[config.mk]
export PLATFORM = sky130hd
export DESIGN_NAME = kw_stream_arbiter
export DESIGN_NICKNAME = d
export VERILOG_FILES = /design/src/rtl/kw_arb_pkg.sv /design/src/rtl/kw_rr_pick.sv /design/src/rtl/kw_stream_arbiter.sv
export SDC_FILE = /design/constraint.sdc
export NUM_CORES = 1
export LEC_CHECK = 0
export BUFFER_PORTS_ARGS = -buffer_cell sky130_fd_sc_hd__buf_2
export CAP_MARGIN = 10
export CORE_UTILIZATION = 44
export DETAILED_ROUTE_END_ITERATION = 7
export PLACE_DENSITY = 0.89
export REMOVE_ABC_BUFFERS = 1
export SYNTH_ARGS = -nofsm -noshare
export SYNTH_HDL_FRONTEND = slang
export SYNTH_SLANG_ARGS = --single-unit
[constraint.sdc]
create_clock -name clock -period 2.61 [get_ports clock]
set_input_delay 0.261 -clock clock [delete_from_list [all_inputs] [get_ports clock]]
set_output_delay 0.261 -clock clock [all_outputs]
set_load 0.01 [all_outputs]
[src/rtl/kw_arb_pkg.sv]
// Shared types and helpers for the kw stream arbiter and other round-robin schedulers.
//   STAT_W        width of each per-requester packet-completion counter
//   ARB_MAX_REQ   largest requester count the helpers support
//   ARB_IDX_MAX_W index width used inside arb_state_t
//   arb_state_t   {lock, lock_idx, rr_ptr}: arbitration state held by the top level
//   rr_first      first set bit of valid, scanning from ptr+1 with wrap-around
package kw_arb_pkg;

  localparam int unsigned STAT_W        = 32;
  localparam int unsigned ARB_MAX_REQ   = 32;
  localparam int unsigned ARB_IDX_MAX_W = 5;

  typedef struct packed {
    logic                     lock;
    logic [ARB_IDX_MAX_W-1:0] lock_idx;
    logic [ARB_IDX_MAX_W-1:0] rr_ptr;
  } arb_state_t;

  // Index of the first set bit in valid[num_req-1:0], starting the scan just
  // after ptr. Returns 0 when nothing is set; callers qualify with |valid.
  function automatic int unsigned rr_first(
    input logic [ARB_MAX_REQ-1:0] valid,
    input int unsigned            ptr,
    input int unsigned            num_req
  );
    int unsigned idx;
    int unsigned k;
    logic        found;
    idx   = 0;
    found = 1'b0;
    for (int unsigned i = 1; i <= num_req; i++) begin
      k = (ptr + i) % num_req;
      if (!found && valid[k[ARB_IDX_MAX_W-1:0]]) begin
        idx   = k;
        found = 1'b1;
      end
    end
    return idx;
  endfunction

endpackage

[src/rtl/kw_rr_pick.sv]
// Purely combinational round-robin picker.
//   valid  in  NUM_REQ  request vector
//   ptr    in  IDX_W    last winner; the scan starts at ptr+1 and wraps
//   idx    out IDX_W    index of the first set valid bit after ptr
//   any    out 1        at least one valid bit set (idx meaningful only then)
module kw_rr_pick
  import kw_arb_pkg::*;
#(
  parameter int unsigned NUM_REQ = 4,
  parameter int unsigned IDX_W   = 2
) (
  input  logic [NUM_REQ-1:0] valid,
  input  logic [IDX_W-1:0]   ptr,
  output logic [IDX_W-1:0]   idx,
  output logic               any
);

  logic [ARB_MAX_REQ-1:0] valid_ext;
  int unsigned            ptr_int;

  always_comb begin
    valid_ext                = '0;
    valid_ext[NUM_REQ-1:0]   = valid;
    ptr_int                  = int'(ptr);
    idx                      = IDX_W'(rr_first(valid_ext, ptr_int, NUM_REQ));
    any                      = |valid;
  end

endmodule

[src/rtl/kw_stream_arbiter.sv]
// Round-robin, packet-locked arbiter sharing one ready/valid sink between
// NUM_REQ ready/valid requesters, with a registered output stage
// (1-cycle latency, 1 beat/cycle). NUM_REQ must be 2..32.
//   clock, reset         clock; synchronous active-high reset
//   i_valid/i_ready      per-requester handshake (i_ready one-hot or zero)
//   i_last               per-requester end-of-packet
//   i_data               per-requester payload, requester k at [k*DATA_WIDTH +: DATA_WIDTH]
//   o_valid/o_ready      output handshake
//   o_data/o_last/o_src  registered output beat and the index of its requester
//   o_grant_cnt          only with KW_STREAM_ARB_STATS_EN: NUM_REQ saturating
//                        32-bit packet-completion counters, requester k at [k*32 +: 32]
module kw_stream_arbiter
  import kw_arb_pkg::*;
#(
  parameter  int unsigned NUM_REQ    = 4,
  parameter  int unsigned DATA_WIDTH = 16,
  localparam int unsigned IDX_W      = (NUM_REQ > 1) ? $clog2(NUM_REQ) : 1
) (
  input  logic                          clock,
  input  logic                          reset,
  input  logic [NUM_REQ-1:0]            i_valid,
  output logic [NUM_REQ-1:0]            i_ready,
  input  logic [NUM_REQ-1:0]            i_last,
  input  logic [NUM_REQ*DATA_WIDTH-1:0] i_data,
  output logic                          o_valid,
  input  logic                          o_ready,
  output logic [DATA_WIDTH-1:0]         o_data,
  output logic                          o_last,
  output logic [IDX_W-1:0]              o_src
`ifdef KW_STREAM_ARB_STATS_EN
 ,output logic [NUM_REQ*STAT_W-1:0]     o_grant_cnt
`endif
);

  arb_state_t            st_q, st_d;
  logic                  o_valid_q, o_valid_d;
  logic [DATA_WIDTH-1:0] o_data_q, o_data_d;
  logic                  o_last_q, o_last_d;
  logic [IDX_W-1:0]      o_src_q, o_src_d;

  logic [DATA_WIDTH-1:0] data_arr [NUM_REQ];
  logic [IDX_W-1:0]      rr_ptr_idx;
  logic [IDX_W-1:0]      pick_idx;
  logic                  pick_any;
  logic                  load;
  logic                  grant;
  logic                  accept;
  logic [IDX_W-1:0]      sel;
  logic                  sel_last;
  logic [DATA_WIDTH-1:0] sel_data;

  for (genvar k = 0; k < NUM_REQ; k++) begin : g_unpack
    assign data_arr[k] = i_data[k*DATA_WIDTH +: DATA_WIDTH];
  end

  assign rr_ptr_idx = IDX_W'(st_q.rr_ptr);

  kw_rr_pick #(
    .NUM_REQ (NUM_REQ),
    .IDX_W   (IDX_W)
  ) u_pick (
    .valid (i_valid),
    .ptr   (rr_ptr_idx),
    .idx   (pick_idx),
    .any   (pick_any)
  );

  always_comb begin
    load     = !o_valid_q || o_ready;
    // A locked packet keeps its grant even through a bubble on its valid.
    sel      = st_q.lock ? IDX_W'(st_q.lock_idx) : pick_idx;
    grant    = load && (st_q.lock || pick_any) && !reset;
    i_ready  = '0;
    if (grant) begin
      i_ready[sel] = 1'b1;
    end
    accept   = grant && i_valid[sel];
    sel_last = i_last[sel];
    sel_data = data_arr[sel];

    st_d      = st_q;
    o_valid_d = o_valid_q;
    o_data_d  = o_data_q;
    o_last_d  = o_last_q;
    o_src_d   = o_src_q;

    if (load) begin
      o_valid_d = accept;
      if (accept) begin
        o_data_d = sel_data;
        o_last_d = sel_last;
        o_src_d  = sel;
      end
    end

    if (accept) begin
      if (sel_last) begin
        st_d.lock   = 1'b0;
        st_d.rr_ptr = ARB_IDX_MAX_W'(sel);
      end else begin
        st_d.lock     = 1'b1;
        st_d.lock_idx = ARB_IDX_MAX_W'(sel);
      end
    end
  end

  always_ff @(posedge clock) begin
    if (reset) begin
      st_q.lock     <= 1'b0;
      st_q.lock_idx <= '0;
      st_q.rr_ptr   <= ARB_IDX_MAX_W'(NUM_REQ - 1);
      o_valid_q     <= 1'b0;
      o_data_q      <= '0;
      o_last_q      <= 1'b0;
      o_src_q       <= '0;
    end else begin
      st_q      <= st_d;
      o_valid_q <= o_valid_d;
      o_data_q  <= o_data_d;
      o_last_q  <= o_last_d;
      o_src_q   <= o_src_d;
    end
  end

  assign o_valid = o_valid_q;
  assign o_data  = o_data_q;
  assign o_last  = o_last_q;
  assign o_src   = o_src_q;

`ifdef KW_STREAM_ARB_STATS_EN
  logic [STAT_W-1:0] cnt_q [NUM_REQ];
  logic [STAT_W-1:0] cnt_d [NUM_REQ];

  always_comb begin
    for (int unsigned k = 0; k < NUM_REQ; k++) begin
      cnt_d[k] = cnt_q[k];
      if (accept && sel_last && (int'(sel) == k) && (cnt_q[k] != '1)) begin
        cnt_d[k] = cnt_q[k] + STAT_W'(1);
      end
      o_grant_cnt[k*STAT_W +: STAT_W] = cnt_q[k];
    end
  end

  always_ff @(posedge clock) begin
    if (reset) begin
      cnt_q <= '{default: '0};
    end else begin
      cnt_q <= cnt_d;
    end
  end
`endif

  // Requester protocol: a raised valid holds with stable payload until accepted.
  for (genvar k = 0; k < NUM_REQ; k++) begin : g_req_rules
    a_req_hold: assert property (@(posedge clock) disable iff (reset)
      (i_valid[k] && !i_ready[k]) |=>
        (i_valid[k] && $stable(i_last[k]) &&
         $stable(i_data[k*DATA_WIDTH +: DATA_WIDTH])));
  end

  a_ready_onehot: assert property (@(posedge clock) $onehot0(i_ready));

endmodule
# Word-level counts from Yosys, hierarchy flattened
# Index checks and enable logic that the tools add are counted.
dict set report classes {
  n_addsub 4
  order_cmp 7
  mux 27
  n_bitwise 2
  reduce_logical 18
}
# cell n
set op_table {}
lappend op_table {{16-bit binary-select mux with 2-bit select} 1}
lappend op_table {{16-bit 2-to-1 mux} 2}
lappend op_table {{2-bit by 6-bit < comparator with 1-bit output (second input constant)} 4}
lappend op_table {{1-bit binary-select mux with 2-bit select} 6}
lappend op_table {{1-bit 2-to-1 mux} 11}
lappend op_table {{2-bit 2-to-1 mux} 5}
lappend op_table {{1-bit logical AND} 7}
lappend op_table {{2-bit AND reduction} 3}
lappend op_table {{1-bit zero test} 5}
lappend op_table {{2-bit by 1-bit adder with 2-bit output (second input constant)} 2}
lappend op_table {{2-bit adder (second input constant)} 2}
lappend op_table {{4-bit 2-to-1 mux} 1}
lappend op_table {{4-bit OR reduction} 1}
lappend op_table {{3-bit >= comparator (second input constant)} 1}
lappend op_table {{2-bit by 3-bit < comparator with 1-bit output (second input constant)} 1}
lappend op_table {{2-bit inverter with 3-bit output} 1}
lappend op_table {{1-bit demux with 2-bit select} 1}
lappend op_table {{2-bit by 1-bit >= comparator with 1-bit output (second input constant)} 1}
lappend op_table {{1-bit logical OR} 2}
lappend op_table {{1-bit inverter} 1}
dict set report word_totals {
  ff_bits 25
  input_bits 75
  out_inout_bits 24
  word_cells 65
}

# Longest topological paths before layout
dict set report depth {
  word_depth 19
  depth_mapped 9
  mapped_depth_nobuf 7
}

# Modules after synthesis
# From an unflattened synthesis, not the netlist that was laid out.
dict set report unflattened {
  cells_unflattened 200
  hier_area_um2 1773.0
}
# mod n_inst cells_per_inst area_each_um2 seq_area_each_um2
set by_module_without_submodules {}
lappend by_module_without_submodules {kw_stream_arbiter 1 186 1691.6 500.5}
lappend by_module_without_submodules {kw_rr_pick 1 14 81.3 0.0}

# Least setup slack after synthesis
# No wires, ideal clock.
dict set report synth_timing {
  path_kind {reg2reg}
  from {register st_q (netlist bit rr_ptr_idx[1])}
  to {register st_q[10] in the netlist's numbering}
  setup_time_ns 0.122
  t_arrival_ns 1.856
  required_ns 2.488
  setup_slack_ns 0.632
  path_stages_with_launch 9
  n_path_buf 2
  synth_period_minus_slack_ns 1.978
  cell_sequence {dfxtp_1 nor4b_1 a21oi_1 a32oi_2 a21boi_1 o21a_1 buf_2 buf_2 o311a_1}
}
dict set report synth_between {
  elab_chain_cells 17
  word_cells_on_any_way 32
  classes_between {add/sub (4); mux (21); reduce/logical (7)}
}
# item line
set synth_rtl {}
lappend synth_rtl {{start: declaration} kw_stream_arbiter.sv:35} ;# arb_state_t st_q, st_d;
lappend synth_rtl {{start signal: assignment} kw_stream_arbiter.sv:117} ;# st_q <= st_d;
lappend synth_rtl {{2-bit by 1-bit adder with 2-bit output} kw_arb_pkg.sv:32} ;# k = (ptr + i) % num_req;
lappend synth_rtl {{1-bit binary-select mux with 2-bit select} kw_arb_pkg.sv:33} ;# if (!found && valid[k[ARB_IDX_MAX_W-1:0]]) begin
lappend synth_rtl {{1-bit 2-to-1 mux (implied by the code)} kw_arb_pkg.sv:33}
lappend synth_rtl {{1-bit 2-to-1 mux} kw_arb_pkg.sv:33}
lappend synth_rtl {{1-bit zero test} kw_arb_pkg.sv:33}
lappend synth_rtl {{1-bit logical AND} kw_arb_pkg.sv:33}
lappend synth_rtl {{1-bit 2-to-1 mux} kw_arb_pkg.sv:33}
lappend synth_rtl {{1-bit zero test} kw_arb_pkg.sv:33}
lappend synth_rtl {{1-bit logical AND} kw_arb_pkg.sv:33}
lappend synth_rtl {{1-bit 2-to-1 mux} kw_arb_pkg.sv:33}
lappend synth_rtl {{1-bit zero test} kw_arb_pkg.sv:33}
lappend synth_rtl {{1-bit logical AND} kw_arb_pkg.sv:33}
lappend synth_rtl {{2-bit 2-to-1 mux (*)} kw_arb_pkg.sv:33}
lappend synth_rtl {{2-bit 2-to-1 mux (*)} kw_stream_arbiter.sv:71} ;# sel = st_q.lock ? IDX_W'(st_q.lock_idx) : pick_idx;
lappend synth_rtl {{1-bit binary-select mux with 2-bit select (on tied branches)} {kw_stream_arbiter.sv:78, kw_stream_arbiter.sv:77}}
lappend synth_rtl {{1-bit 2-to-1 mux (on tied branches)} {kw_stream_arbiter.sv:78, kw_stream_arbiter.sv:77}}
lappend synth_rtl {{1-bit 2-to-1 mux or 1-bit logical AND (tied branches)} {kw_stream_arbiter.sv:97, kw_stream_arbiter.sv:77}}
# Every way passes the cells marked *; elsewhere a longest branch is shown, timed or not. The select of a mux whose other input is x is not followed.
# A chain may end at the register's enable or synchronous reset.

# Worst setup path in the final report
dict set report layout_timing {
  from {register st_q (netlist bit rr_ptr_idx[1])}
  to {register o_data_q[11] (netlist: o_data[11])}
}
dict set report layout_between {
  elab_chain_cells 18
  word_cells_on_any_way 34
  classes_between {add/sub (4); mux (21); bitwise (1); reduce/logical (8)}
}
# item line
set layout_rtl {}
lappend layout_rtl {{2-bit by 1-bit adder with 2-bit output} kw_arb_pkg.sv:32}
lappend layout_rtl {{1-bit binary-select mux with 2-bit select} kw_arb_pkg.sv:33}
lappend layout_rtl {{1-bit 2-to-1 mux (implied by the code)} kw_arb_pkg.sv:33}
lappend layout_rtl {{1-bit 2-to-1 mux} kw_arb_pkg.sv:33}
lappend layout_rtl {{1-bit zero test} kw_arb_pkg.sv:33}
lappend layout_rtl {{1-bit logical AND} kw_arb_pkg.sv:33}
lappend layout_rtl {{1-bit 2-to-1 mux} kw_arb_pkg.sv:33}
lappend layout_rtl {{1-bit zero test} kw_arb_pkg.sv:33}
lappend layout_rtl {{[... 2 more ...]} n/a}
lappend layout_rtl {{1-bit zero test} kw_arb_pkg.sv:33}
lappend layout_rtl {{1-bit logical AND} kw_arb_pkg.sv:33}
lappend layout_rtl {{2-bit 2-to-1 mux (*)} kw_arb_pkg.sv:33}
lappend layout_rtl {{2-bit 2-to-1 mux (*)} kw_stream_arbiter.sv:71}
lappend layout_rtl {{1-bit binary-select mux with 2-bit select or 2-bit inverter with 3-bit output (tied branches)} {kw_stream_arbiter.sv:77, kw_stream_arbiter.sv:79}}
lappend layout_rtl {{1-bit 2-to-1 mux (implied by the code) or 16-bit binary-select mux with 2-bit select (tied branches)} {kw_stream_arbiter.sv:77, kw_stream_arbiter.sv:79}}
lappend layout_rtl {{1-bit logical AND or 16-bit 2-to-1 mux (tied branches)} {kw_stream_arbiter.sv:77, kw_stream_arbiter.sv:79}}
lappend layout_rtl {{2-bit AND reduction (no source line) or 16-bit 2-to-1 mux (tied branches)} n/a}
lappend layout_rtl {{end signal: assignment} kw_stream_arbiter.sv:119} ;# o_data_q <= o_data_d;
lappend layout_rtl {{end: declaration} kw_stream_arbiter.sv:37} ;# logic [DATA_WIDTH-1:0] o_data_q, o_data_d;
# Marks and branches as above.

==> run metrics <==
FF/Latch Area 500 sq um; Floorplan Core Area 3690 sq um; clk slew on worst S/H paths 80 ps; final count of negative-setup-slack endpoints 0; Worst setup SP type flop; Hold/Removal Path Class in -> reg; Ys Warns 0; area leader, netlist dfxtp_1; worst-skew pair later-pin latency 270 ps; TNS Setup 0 ps; final count of hold timing violations 0; GRT Total Usage 0.224; first-pass GRT wire length 7460 um; post-synthesis sequential element count 25; DRC violation count after routing 0; DR WL/cell 12.9 um; gpl congestion 0.844; Tcrit/Tclk final 0.891; first-pass iteration count of the detailed router 4; Synth-to-Final Area Change 33.5%; Worst path slowest cell dfxtp_1; Max Clock Freq 0.430 GHz; # resized after CTS 0; clk root buf clkbuf_8; crit path DAT 2530 ps; Max Slew Vio Count 0; Worst slew margin 0.755; initial antenna violation count 0; LEAKAGE 1.11 nW; # fillers 355; Net count, final 371; Port Buffers 98; crit path kind reg -> reg; Remaining Overflow, GRT 0; Max H-tree Level 1; max cap viols 0; final instance area 2280 sq um; sequential fraction of the synthesis area 0.293; CP Data Required Time 2810 ps; drt total wl 4430 um; vias in the first global route 1747; Initial DRC Count 108; post-synth cell types 28; post-DP HPWL 3430 um; hold-fix buffers at CTS 0; Synth area leaders dfxtp_1 29%, mux2i_1 13%, mux2_2 11%; CTS tree done; Placed Area 2240 sq um; Crit Path Max Fanout 11; CP Buf/Inv Count 1; n_diodes 0; Synth Instances 203; Die ar. 4140 sq um; Initial Util 0.463; vias per cell 5.39; DRT antenna net count 0; Max stage delay on crit path 360 ps; Max clock buf depth 2; cell repeated most along the worst path a21oi_1; layout cells sized above 1 0.444; Hold WS 337 ps; largest net degree at the start of global routing 36; DIE HEIGHT 64.3 um; Core Rows 22; Chip Width 64.3 um; syn_area_per_cell 8.42 sq um; min cycle time layout 2330 ps; Worst Clk Skew 0.963 ps; area of the multi-input gates 1110 sq um; RSZ-0062 raised after global routing no; crit path cell chain nor4b_1, a21oi_1, a32oi_2, and2_1, o21a_1, buf_4, o221ai_1, a21oi_1; Worst Tran Pin Value 368 ps; Crit path max-delay family compound AO/OA/AOI/OAI gates; Post-CTS Repair Setup Buffers 0; I/O pin total 99; Finished Core Util 0.619; power per cell area 1120 nW/um^2; CTS Buf Count 3; routed via count 1848; Setup crit end kind flop; Synth top area share 0.293; Synth Cell Area 1710 sq um; Sink Count 25; Peak VDD IR 0.466 mV; outcome complete, no violations
[cell usage in the layout, fill, tap and decap left out]
| master | n |
|---|---|
| nor4b_1 | 1 |
| o221ai_1 | 16 |
| inv_1 | 2 |
| o21ai_1 | 2 |
| o311a_1 | 1 |
| buf_2 | 98 |
| nor3_1 | 4 |
| nand3_1 | 18 |
| a21o_1 | 2 |
| a21boi_1 | 2 |
| o21a_1 | 3 |
| mux2_2 | 17 |
| clkbuf_8 | 3 |
| nor2_1 | 8 |
| a211oi_1 | 1 |
| a32oi_2 | 1 |
| o21ai_2 | 1 |
| clkinv_2 | 1 |
| a21oi_1 | 24 |
| buf_4 | 9 |
| nand2b_1 | 5 |
| mux2i_1 | 22 |
| nor2b_1 | 4 |
| o22ai_1 | 1 |
| and2_1 | 3 |
| nand2_1 | 20 |
| o41ai_4 | 1 |
| dfxtp_1 | 25 |
[where the power goes]
group / leakage [nW] / switching [mW] / internal, mW
registers: 0.204 / 0.100 / 0.547
logic: 0.882 / 0.908 / 0.778
clock network: 0.0255 / 0.120 / 0.107
total: 1.11 / 1.13 / 1.43
[routing by layer]
| metal | routed length [um] | part of all wire | track usage |
|---|---|---|---|
| met1 | 1860 | 0.42 | 0.263 |
| met2 | 2260 | 0.51 | 0.426 |
| met3 | 291 | 0.066 | 0.0321 |
| met4 | 17 | 0.0038 | 0.0389 |
| met5 | 0 | 0 | 0 |
[state kept, by name, summed over array words and instances, names as in the netlist]
signal      flops
st_q            3
o_last          1
o_src           2
rr_ptr_idx      2
o_data         16
o_valid         1
[cells in the mapped netlist]
| master | instances |
|---|---|
| a211oi_1 | 1 |
| a21boi_1 | 2 |
| a21o_1 | 2 |
| a21oi_1 | 24 |
| a32oi_2 | 1 |
| and2_1 | 3 |
| buf_1 | 1 |
| buf_2 | 7 |
| buf_4 | 2 |
| buf_6 | 1 |
| clkbuf_1 | 8 |
| dfxtp_1 | 25 |
| inv_1 | 2 |
| mux2_2 | 17 |
| mux2i_1 | 22 |
| nand2_1 | 20 |
| nand2b_1 | 5 |
| nand3_1 | 18 |
| nor2_1 | 8 |
| nor2b_1 | 4 |
| nor3_1 | 4 |
| nor4b_1 | 1 |
| o21a_1 | 3 |
| o21ai_1 | 3 |
| o221ai_1 | 16 |
| o22ai_1 | 1 |
| o311a_1 | 1 |
| o41ai_4 | 1 |
[path summary, 6_finish.rpt]
kind                 to  cells past startpoint  slack [ps]           from
max          o_data[11]                      8         280  rr_ptr_idx[1]
min reg2reg   o_data[0]                      2         470      o_data[0]
min              o_last                      2         340          reset
max reg2reg  o_data[11]                      8         280  rr_ptr_idx[1]
[worst reg2reg max path, stage by stage, from the launching register on]
cell and delay, ps:
dfxtp_1 360, nor4b_1 310, a21oi_1 100, a32oi_2 330
and2_1 210, o21a_1 360, buf_4 250, o221ai_1 150
a21oi_1 180
[cells by family (layout without fill, tap and decap cells)]
kind of cell / Yosys count / after routing / share of synthesized area
buffers and inverters: 21 / 113 / 0.0600
AO/OA/AOI/OAI: 55 / 55 / 0.231
AND/OR/NAND/NOR: 63 / 63 / 0.175
multiplexers: 39 / 39 / 0.241
flip-flops: 25 / 25 / 0.293
[layout make-up]
class,count,share of cell area
clock buffer,3,0.0181
clock inverter,1,0.00219
inverter,2,0.00329
multi-input combinational,157,0.486
sequential,25,0.219
tap,48,0.0263
timing repair buffer,107,0.245
[metrics by stage]
| stage | cells | setup slack, ps | power [mW] |
|---|---|---|---|
| global route | 343 | 119 | 2.78 |
| global placement | 339 | 324 | 2.31 |
| CTS | 343 | 274 | 2.58 |
| finish | 343 | 283 | 2.56 |
| floorplan | 184 | -816 | 1.84 |
| detailed placement | 339 | 243 | 2.35 |
(Power assumes the default switching activity.)
